## config.mk

```make
export PLATFORM = sky130hd
export DESIGN_NAME = iob_fifo_sync_asym_ctrl
export DESIGN_NICKNAME = d
export VERILOG_FILES = /design/src/rtl/iob_fifo_sync_asym_ctrl.sv
export SDC_FILE = /design/constraint.sdc
export NUM_CORES = 1
export LEC_CHECK = 0
export BUFFER_PORTS_ARGS = -buffer_cell sky130_fd_sc_hd__buf_2
export CORE_UTILIZATION = 50
export DETAILED_ROUTE_END_ITERATION = 7
export HOLD_SLACK_MARGIN = 0.05
export PLACE_DENSITY = 0.75
export SLEW_MARGIN = 10
export SYNTH_ARGS = -nofsm -noshare
export SYNTH_HDL_FRONTEND = slang
export SYNTH_SLANG_ARGS = --single-unit
```

## constraint.sdc

```tcl
create_clock -name clk -period 3.7 [get_ports clk]
set_input_delay 0.185 -clock clk [delete_from_list [all_inputs] [get_ports clk]]
set_output_delay 0.185 -clock clk [all_outputs]
set_load 0.05 [all_outputs]
```

## src/rtl/iob_fifo_sync_asym_ctrl.sv

```systemverilog
`default_nettype none
// +------------------------------------------------------------------------+
// | Module  : iob_fifo_sync_asym_ctrl                                      |
// | Brief   : Synchronous FIFO controller for an asymmetric two-port RAM.  |
// |           Owns write/read pointers and fill level; RAM data buses      |
// |           connect directly between user and RAM.                       |
// | Revision: 1.0 - initial release                                        |
// +------------------------------------------------------------------------+
module iob_fifo_sync_asym_ctrl #(
  parameter  int W_DATA_W  = 32,
  parameter  int R_DATA_W  = 8,
  parameter  int ADDR_W    = 4,
  localparam int MINDATA_W = (W_DATA_W < R_DATA_W) ? W_DATA_W : R_DATA_W,
  localparam int W_RATIO   = W_DATA_W / MINDATA_W,
  localparam int R_RATIO   = R_DATA_W / MINDATA_W,
  localparam int W_ADDR_W  = ADDR_W - $clog2(W_RATIO),
  localparam int R_ADDR_W  = ADDR_W - $clog2(R_RATIO)
) (
  input  logic                clk,
  input  logic                rst_n,
  input  logic                clr,
  input  logic                w_en,
  output logic                w_full,
  input  logic                r_en,
  output logic                r_empty,
  output logic                r_valid,
  output logic [ADDR_W:0]     level,
  output logic                w_overflow,
  output logic                r_underflow,
  output logic                mem_w_en,
  output logic [W_ADDR_W-1:0] mem_w_addr,
  output logic                mem_r_en,
  output logic [R_ADDR_W-1:0] mem_r_addr
);

  // Level increments/decrements and full threshold, all in minimum-width units
  localparam logic [ADDR_W:0] c_w_inc    = (ADDR_W+1)'(W_RATIO);
  localparam logic [ADDR_W:0] c_r_dec    = (ADDR_W+1)'(R_RATIO);
  localparam logic [ADDR_W:0] c_full_thr = (ADDR_W+1)'((2**ADDR_W) - W_RATIO);

  logic [W_ADDR_W-1:0] wptr_q, wptr_d;
  logic [R_ADDR_W-1:0] rptr_q, rptr_d;
  logic [ADDR_W:0]     level_q, level_d;
  logic                r_valid_q, r_valid_d;
  logic                w_overflow_q, w_overflow_d;
  logic                r_underflow_q, r_underflow_d;
  logic                wr_acc, rd_acc;

  // Flags come only from the stored level; pointers are free to wrap
  assign w_full  = (level_q > c_full_thr);
  assign r_empty = (level_q < c_r_dec);

  // clr suppresses any RAM access in its cycle
  assign wr_acc = w_en & ~w_full & ~clr;
  assign rd_acc = r_en & ~r_empty & ~clr;

  assign mem_w_en    = wr_acc;
  assign mem_w_addr  = wptr_q;
  assign mem_r_en    = rd_acc;
  assign mem_r_addr  = rptr_q;
  assign level       = level_q;
  assign r_valid     = r_valid_q;
  assign w_overflow  = w_overflow_q;
  assign r_underflow = r_underflow_q;

  // Next-state: pointer advance, level accounting, read-valid delay, sticky errors
  always_comb begin
    wptr_d        = wptr_q;
    rptr_d        = rptr_q;
    level_d       = level_q + (wr_acc ? c_w_inc : '0) - (rd_acc ? c_r_dec : '0);
    r_valid_d     = rd_acc;
    w_overflow_d  = w_overflow_q | (w_en & w_full);
    r_underflow_d = r_underflow_q | (r_en & r_empty);
    if (wr_acc) begin
      wptr_d = wptr_q + W_ADDR_W'(1);
    end
    if (rd_acc) begin
      rptr_d = rptr_q + R_ADDR_W'(1);
    end
    if (clr) begin
      wptr_d        = '0;
      rptr_d        = '0;
      level_d       = '0;
      r_valid_d     = 1'b0;
      w_overflow_d  = 1'b0;
      r_underflow_d = 1'b0;
    end
  end

  // State registers; asynchronous reset also drops r_valid immediately
  always_ff @(posedge clk or negedge rst_n) begin
    if (!rst_n) begin
      wptr_q        <= '0;
      rptr_q        <= '0;
      level_q       <= '0;
      r_valid_q     <= 1'b0;
      w_overflow_q  <= 1'b0;
      r_underflow_q <= 1'b0;
    end else begin
      wptr_q        <= wptr_d;
      rptr_q        <= rptr_d;
      level_q       <= level_d;
      r_valid_q     <= r_valid_d;
      w_overflow_q  <= w_overflow_d;
      r_underflow_q <= r_underflow_d;
    end
  end

endmodule
`default_nettype wire

```

==> results.toml, run 1 <==
[run_status]
outcome = "finished with violations"
violations = "DRC"

[sta]
finClkSkew_ps = 3.35
final_max_slew_viol_count = 0
period_needed_ps = 2670
final.setup.tns_ps = 0
timing.final.crit_share_pct = 72.2
tightest_slew_ps = 499
max_freq_mhz = 374
setup_viol = 0
rsz0062_at_grt = "false"
hold_viol = 0
slew_headroom_pct = 66.7
layout_setup_ws_ps = 1030

[detailed_routing]
firstDrtPassIters = 5
ant_nets = 0
wl_per_cell_um = 13.2
drt_wl_total_um = 1680
drcViolationCount = 3
vias = 675
avgViaCountPerCell = 5.31
drtIter0Drc = 13

[logic_synthesis]
synth_seq_cells = 14
ys.flop_type = "dfrtp_1"
syn_inst = 86
synth_compound_gate_area_share_pct = 12.4
synth_nets = 101
synthArstFlopShare_pct = 100
syn-cell-area_sq_um = 857
synth_top_family_by_area = "simple AND/OR/NAND/NOR gates"
yosys.area.top_type_share_pct = 40.9
yosys-top-cells-count = "14 x dfrtp_1, 13 x inv_1, 9 x ha_1, 9 x nor2_1, 7 x nor2b_1"
yosys_warnings = 0
seq_area_frac_synth_pct = 40.9
synth_cell_type_count = 26
synth_largest_area_cell = "dfrtp_1"
synth_mux_area_share_pct = 5.26
synth_fa_ha_area_share_pct = 15.5
synth_xor_area_share_pct = 1.02
synth-simple-area-share_pct = 18.4
synth_area_leaders = "dfrtp_1 41%, ha_1 13%, inv_1 5.7%"
avgSynthCellArea_sq_um = 9.97
synth.most_common_cell = "dfrtp_1"
synth_edf_count = 0

[critical_path]
crit_slowest_cell = "or4b_4"
r2r-start = "level[0]"
crit_buf_inv = 1
cp_num_cells = 9
critical_path.top_delay_family = "simple AND/OR/NAND/NOR gates"
cp_cell_sequence = "or4b_4 > a21boi_2 > nand2b_1 > ha_1 > inv_1 > ha_1 > a21o_1 > a21oi_1 > mux2_2"
worst_setup_path_end_kind = "flip-flop"
ff2ff_setup_slack_ps = 1030
crit_type = "reg2reg"
critPathMaxFanout = 5
setup.worst_path.start_class = "flip-flop"
r2r_end = "level[4]"
required_ps = 3870
crit_top_cell = "ha_1"
ff2ff_path_depth = 9
cp.arrival_ps = 2840
cpPeakStageDelay_ps = 580
cp-startpoint = "level[0]"

[die]
dieArea_sq_um = 1880
fp.dieH_um = 43.4
fp.dieW_um = 43.4
pin_count = 23
initial_core_util_pct = 55.0
core_area_sq_um = 1560
core.rowCount = 14

[min_path]
worstHoldEndpoint = "w_overflow"
min_path_cells = 3
holdCritPathClass = "in2reg"
hold_start = "w_en"

[clock_tree]
clockRootBuffer = "clkbuf_4"
cts_resized = 0
clk_latency_ps = 270
clockBufferDepth = 2
clk_pin_slew_ps = 90
post_cts_buffers = 0
cts_buffers = 3
htreeDepth = 1
numClockSinks = 14
cts_tree = "done"

[placement]
portBuffers = 22
dp_hpwl_um = 1260
dp_worst_setup_slack_ps = 1020
place.gp.congestion = 0.762

[final_layout]
nets = 127
n_antenna_cell = 0
syn2layout_area_growth_pct = 20.3
regArea_sq_um = 350
final_layout_size_suffix_gt1_share_pct = 29.7
fill_cells = 131
multi_input_area_sq_um = 455

[power_and_ir_drop]
vdd_drop_max_mv = 0.447
p_per_area_nw_per_um2 = 857
p_total_uw = 884
p_leak_uw = 0.000557

[global_route]
antenna_found_initial = 0
grtUsageTotal_pct = 19.8
grt_max_degree = 21
grt_pass1_wl_um = 2700
grt_pass1_vias = 644
grt-ovfl-total = 0

[flow_run]
cap_viol_max_count = 0
==> logic make-up after synthesis <==
family                     Yosys count
and+or+nand+nor                     27
DFF                                 14
buffers and inverters               15
xor gates and xnor gates             1
muxes                                4
AOI/OAI and AO/OA                   15
adders and majority gates           10
==> worst register-to-register path, stage by stage (launching register included) <==
cell and delay [ps]:
dfrtp_1 430, or4b_4 580, a21boi_2 200, nand2b_1 70, ha_1 310, inv_1 50
ha_1 260, a21o_1 170, a21oi_1 140, mux2_2 340
==> power by group <==
| part | switching [uW] | leakage, uW | internal, uW | total (uW) |
|---|---|---|---|---|
| combinational | 371 | 0.000348 | 173 | 544 |
| sequential | 38.4 | 0.000188 | 191 | 229 |
| clock | 50.8 | 0.0000210 | 59.7 | 111 |
==> metal layers <==
metal	GRT usage (%)	share of wire, %
met1	23.8	47
met2	35.2	50
met3	5.00	1.8
met4	5.63	1.3
met5	0	0
==> what timing repair did <==
item | in CTS | in global routing
hold endpoints to repair | 14 | 0
setup endpoints to repair | 0 | 0
hold buffers | 1 | 0
==> flip-flops by register name (all words and copies together), names as in the netlist <==
register	count
r_valid	1
level	5
mem_w_addr	2
mem_r_addr	4
w_overflow	1
r_underflow	1
==> area by class of cell <==
class | count | area share (%)
Inverter | 13 | 4.73
Clock buffer | 4 | 3.52
Timing Repair Buffer | 23 | 11.7
Tap cell | 16 | 1.94
Multi-Input combinational cell | 57 | 44.2
Sequential cell | 14 | 34.0
==> per-stage QoR <==
step                      area [sq um]  std cells  util (%)  hold WS [ps]
after floorplan                    862         86         -          -111
after global placement             985        122      63.2          99.2
after detailed placement           985        122      63.2           101
after CTS                         1030        127      66.1           178
after global routing              1030        127      66.1           222
final                             1030        127      66.1           196
==> worst max path at each step <==
stage,slack (ps),endpoint
floorplan,360,level[4]
finish,1030,level[4]
CTS,1010,level[4]
detailed placement,1020,level[4]
global route,890,level[4]
global placement,1080,level[4]
==> cells in the final DEF (no fill, tap or decap) <==
cell type / Yosys / final
a2111o_1: 1 / 1
a21boi_2: 1 / 1
a21o_1: 2 / 2
a21oi_1: 5 / 5
a31oi_1: 2 / 2
and2_1: 1 / 1
buf_2: 0 / 22
clkbuf_4: 0 / 3
clkbuf_8: 0 / 1
dfrtp_1: 14 / 14
dlygate4sd3_1: 0 / 1
fa_1: 1 / 1
ha_1: 9 / 9
inv_1: 13 / 13
mux2_1: 1 / 1
mux2_2: 3 / 3
nand2_1: 2 / 2
nand2b_1: 1 / 1
nand3_1: 1 / 1
nor2_1: 9 / 9
nor2b_1: 7 / 7
nor3_2: 0 / 1
nor4_1: 1 / 1
nor4b_2: 1 / 1
o31ai_1: 3 / 3
o41ai_1: 1 / 1
or4_1: 2 / 2
or4b_4: 1 / 1
xor2_1: 1 / 1
Power figures use the tool's default switching activity.
==> inputs of run 2 (changes only) <==
--- a/config.mk
+++ b/config.mk
@@ -6,10 +6,10 @@
 export NUM_CORES = 1
 export LEC_CHECK = 0
 export BUFFER_PORTS_ARGS = -buffer_cell sky130_fd_sc_hd__buf_2
-export CORE_UTILIZATION = 50
+export CORE_UTILIZATION = 45
 export DETAILED_ROUTE_END_ITERATION = 7
 export HOLD_SLACK_MARGIN = 0.05
-export PLACE_DENSITY = 0.75
+export PLACE_DENSITY = 0.72
 export SLEW_MARGIN = 10
 export SYNTH_ARGS = -nofsm -noshare
 export SYNTH_HDL_FRONTEND = slang
==> constraint.sdc (replaced) <==
create_clock -name clk -period 2.4 [get_ports clk]
set_input_delay 0.12 -clock clk [delete_from_list [all_inputs] [get_ports clk]]
set_output_delay 0.12 -clock clk [all_outputs]
set_load 0.05 [all_outputs]
==> results.toml, run 2 (synthesis results as in run 1) <==
[run_status]
outcome = "finished with violations"
violations = "setup timing"

[power_and_ir_drop]
power_switching_uw = 803
p_per_area_nw_per_um2 = 1310
swShare_pct = 49.6
vdd_drop_max_mv = 0.719
pwr-share-seq_pct = 21.7
pwr-share-clk_pct = 10.8
p_total_uw = 1620
p_leak_uw = 0.000633
comb_power_share_pct = 67.5
internal_power_uw = 817

[sta]
timing.final.crit_share_pct = 107
max_freq_mhz = 391
slew_headroom_pct = 63.8
tightest_slew_ps = 542
setup_viol = 1
finClkSkew_ps = 4.27
final_max_slew_viol_count = 0
hold_viol = 0
holdWs_ps = 109
period_needed_ps = 2560
layout_setup_ws_ps = -160
rsz0062_at_grt = "true"

[die]
fp.dieW_um = 45.6
core.rowCount = 15
initial_core_util_pct = 48.6
pin_count = 23
fp.dieH_um = 45.6
core_area_sq_um = 1760
dieArea_sq_um = 2080

[placement]
dp.cells = 140
post_dp_cell_area_sq_um = 1100
portBuffers = 22
dp_hpwl_um = 1510
place.gp.congestion = 0.808

[final_layout]
syn2layout_area_growth_pct = 43.8
final_layout_size_suffix_gt1_share_pct = 50.4
n_antenna_cell = 0
nets = 141
largest_register_ffs = 5
layout_common_cells = "21 x buf_2, 13 x buf_4, 11 x inv_1"
fill_cells = 168
fin_cells = 150
final_common_cell = "buf_2"
final_util_pct = 69.9
finalInstanceArea_sq_um = 1230

[detailed_routing]
firstDrtPassIters = 4
wl_per_cell_um = 14.4
avgViaCountPerCell = 5.12
drcViolationCount = 0
ant_nets = 0
drt_wl_total_um = 2160
vias = 768
drtIter0Drc = 4

[clock_tree]
clk_latency_ps = 280
clk_pin_slew_ps = 90
htreeDepth = 1
clockRootBuffer = "clkbuf_4"
cts_buffers = 3
clockBufferDepth = 2
numClockSinks = 14
cts_tree = "done"

[critical_path]
critical_path.top_delay_family = "simple AND/OR/NAND/NOR gates"
cp_cell_sequence = "or4b_4 > a21boi_2 > nand2b_1 > ha_1 > inv_1 > ha_1 > a21o_1 > a21oi_2 > mux2_4"
crit_top_cell = "ha_1"
cp.arrival_ps = 2730
crit_type = "reg2reg"
worst_setup_path_end_kind = "flip-flop"
setup.worst_path.start_class = "flip-flop"
crit_buf_inv = 1
cpPeakStageDelay_ps = 540
crit_slowest_cell = "or4b_4"
ff2ff_setup_slack_ps = -160
required_ps = 2570
critPathMaxFanout = 2

[global_route]
grt_pass1_wl_um = 3050
antenna_found_initial = 0
grt-ovfl-total = 0
grtUsageTotal_pct = 21.7
grt_pass1_vias = 674
grt_max_degree = 15

[min_path]
holdCritPathClass = "in2reg"

[flow_run]
cap_viol_max_count = 0
## run 2: cell count changes in the layout (fill, tap and decap cells not counted), sizes merged
cell | previous run | this run
buf | 22 | 36
## run 2: worst reg2reg max path, cell delays in order, from the launching register on
cell and delay, ps:
dfrtp_2 420, or4b_4 540, a21boi_2 190, nand2b_1 90, ha_1 290, inv_1 40, ha_1 260, a21o_1 170
a21oi_2 150, mux2_4 310
## run 2: power groups by stage
stage                     Sequential, uW  Combinational, uW  Clock, uW
final                                352               1090        175
after floorplan                      558                516          0
after CTS                            348               1060        178
after global placement               345                964          0
after detailed placement             352                994          0
after global routing                 359               1180        186
## run 2: path summary, 6_finish.rpt
path                                  start             to  depth (start not counted)
max in group asynchronous             rst_n       level[1]                          2
worst max-delay path               level[1]       level[4]                          9
min in group asynchronous             rst_n  mem_w_addr[1]                          2
worst min register to register  r_underflow    r_underflow                          2
worst max register to register     level[1]       level[4]                          9
worst min-delay path                   r_en    r_underflow                          3
## run 2: per-layer routing
metal | global-route usage [%] | up-vias | share of wire (%)
li1 | - | 371 | -
met1 | 24.6 | 370 | 42
met2 | 38.0 | 19 | 51
met3 | 3.17 | 8 | 3.5
met4 | 12.7 | 0 | 3.4
met5 | 0 | - | 0
## run 2: metrics by stage
stage / setup WS [ps] / TNS (ps)
6_report: -160 / -160
5_1_grt: -258 / -258
4_1_cts: -123 / -123
3_5_place_dp: -148 / -148
3_3_place_gp: -83.0 / -83.0
2_1_floorplan: -360 / -766
## run 2: area by class of cell
type | instances | area [sq um] | area share [%]
timing repair buffer | 37 | 239 | 19.4
sequential | 14 | 355 | 28.8
tap | 25 | 31.3 | 2.54
clock buffer | 4 | 36.3 | 2.94
multi-input combinational | 57 | 519 | 42.1
inverter | 13 | 51.3 | 4.16
## run 2: timing repair
| action | in CTS | in global routing |
|---|---|---|
| gates cloned | 0 | 0 |
| pin swaps | 2 | 8 |
| setup buffers | 5 | 2 |
| resized for setup | 4 | 8 |
| endpoints found under the hold margin | 14 | 0 |
| hold buffers | 1 | 0 |
| setup endpoints to repair | 1 | 3 |
==> inputs of run 3 (changes only) <==
--- a/config.mk
+++ b/config.mk
@@ -6,10 +6,10 @@
 export NUM_CORES = 1
 export LEC_CHECK = 0
 export BUFFER_PORTS_ARGS = -buffer_cell sky130_fd_sc_hd__buf_2
-export CORE_UTILIZATION = 45
+export CORE_UTILIZATION = 54
 export DETAILED_ROUTE_END_ITERATION = 7
 export HOLD_SLACK_MARGIN = 0.05
-export PLACE_DENSITY = 0.72
+export PLACE_DENSITY = 0.81
 export SLEW_MARGIN = 10
 export SYNTH_ARGS = -nofsm -noshare
 export SYNTH_HDL_FRONTEND = slang
==> constraint.sdc (replaced) <==
create_clock -name clk -period 2.95 [get_ports clk]
set_input_delay 0.1475 -clock clk [delete_from_list [all_inputs] [get_ports clk]]
set_output_delay 0.1475 -clock clk [all_outputs]
set_load 0.05 [all_outputs]
==> results.toml, run 3 (synthesis results as in run 1) <==
[run_status]
outcome = "complete, no violations"

[flow_run]
cap_viol_max_count = 0

[sta]
finClkSkew_ps = 9.25
rsz0062_at_grt = "false"
tightest_slew_ps = 534
max_freq_mhz = 368
final_max_slew_viol_count = 0
slew_headroom_pct = 64.3
setup_viol = 0
final.setup.tns_ps = 0
hold_viol = 0
timing.final.crit_share_pct = 92.2
period_needed_ps = 2720
layout_setup_ws_ps = 229

[clock_tree]
clk_pin_slew_ps = 90
numClockSinks = 14
clk_latency_ps = 290
clockBufferDepth = 2
clockRootBuffer = "clkbuf_4"
postCtsHoldBufs = 1
cts_tree = "done"
htreeDepth = 1
cts_resized = 0
post_cts_buffers = 0
cts_buffers = 3

[placement]
dp.cells = 122
post_dp_cell_area_sq_um = 996
portBuffers = 22
dp_hpwl_um = 1280
place.gp.congestion = 0.767
dp_worst_setup_slack_ps = 229

[final_layout]
finalInstanceArea_sq_um = 1040
largest_register_ffs = 5
syn2layout_area_growth_pct = 21.6
regArea_sq_um = 353
multi_input_area_sq_um = 464
fin_cells = 127
fill_cells = 129
final_layout_size_suffix_gt1_share_pct = 32.4
final_common_cell = "buf_2"
nets = 127
n_antenna_cell = 0
layout_common_cells = "22 x buf_2, 13 x inv_1, 12 x dfrtp_1"

[power_and_ir_drop]
internal_power_uw = 542
p_leak_uw = 0.000559
power_switching_uw = 589
p_per_area_nw_per_um2 = 1090
vdd_drop_max_mv = 0.660
swShare_pct = 52.1
comb_power_share_pct = 61.8
pwr-share-seq_pct = 25.6
pwr-share-clk_pct = 12.6
p_total_uw = 1130

[critical_path]
crit_type = "reg2reg"
setup.worst_path.start_class = "flip-flop"
crit_slowest_cell = "or4b_4"
cp_cell_sequence = "or4b_4 > a21boi_2 > nand2b_1 > ha_1 > inv_1 > ha_1 > a21o_1 > a21oi_1 > mux2_2"
critPathMaxFanout = 5
worst_setup_path_end_kind = "flip-flop"
cp.arrival_ps = 2900
cpPeakStageDelay_ps = 580
crit_top_cell = "ha_1"
required_ps = 3120

[global_route]
grtUsageTotal_pct = 23.0
gr-usage-met2_pct = 38.4
busiest_layer = "met2"
met3_usage_pct = 4.78
grt-ovfl-total = 0
antenna_found_initial = 0
grt_max_degree = 21
met1_usage_pct = 27.0
grt_pass1_wl_um = 2960
grt_pass1_vias = 677

[die]
core_area_sq_um = 1490
dieArea_sq_um = 1750
fp.dieH_um = 41.8
initial_core_util_pct = 57.6
fp.dieW_um = 41.8
pin_count = 23
core.rowCount = 14

[detailed_routing]
ant_nets = 0
firstDrtPassIters = 4
avgViaCountPerCell = 5.39
drtIter0Drc = 9
vias = 684
drt_wl_total_um = 1700
wl_per_cell_um = 13.4
drcViolationCount = 0

[min_path]
holdCritPathClass = "in2reg"
## run 3: stage by stage
stage | util, % | hold slack, ps
6_report | 70.0 | 132
5_1_grt | 70.0 | 156
4_1_cts | 70.0 | 142
3_5_place_dp | 66.9 | 61.1
3_3_place_gp | 66.9 | 60.6
2_1_floorplan | - | -148
## run 3: routing by layer
layer | share of wire, % | routed length, um
met1 | 45 | 758
met2 | 50 | 852
met3 | 2.1 | 35
met4 | 2.9 | 50
met5 | 0 | 0
## run 3: worst max-delay path, delay by kind of cell (launching register included)
kind                       cells  cell delay [ps]
DFF                            1              430
muxes                          1              350
and+or+nand+nor                2              660
adders and majority gates      2              580
buffers and inverters          1               50
AOI/OAI and AO/OA              3              530
## run 3: path summary, 6_finish.rpt
check                                start          end  slack, ps  depth (start not counted)
min in group asynchronous            rst_n  r_underflow        270                          2
max in group asynchronous            rst_n     level[3]       2410                          2
worst min register to register  w_overflow   w_overflow        510                          2
worst max-delay path              level[0]     level[4]        230                          9
worst max register to register    level[0]     level[4]        230                          9
worst min-delay path                  r_en  r_underflow        130                          3
## run 3: power by group through the flow
stage	registers [uW]	logic (uW)	clock network [uW]
6_report	290	699	142
3_3_place_gp	290	681	0
2_1_floorplan	449	399	0
4_1_cts	290	704	142
5_1_grt	299	770	152
3_5_place_dp	292	700	0
## run 3: final cells by class
type,instances,share of cell area (%)
clock buffers,4,3.48
inverters,13,4.68
multi-input cells,57,44.5
flip-flops and latches,14,33.9
well taps,16,1.92
repair buffers,23,11.5
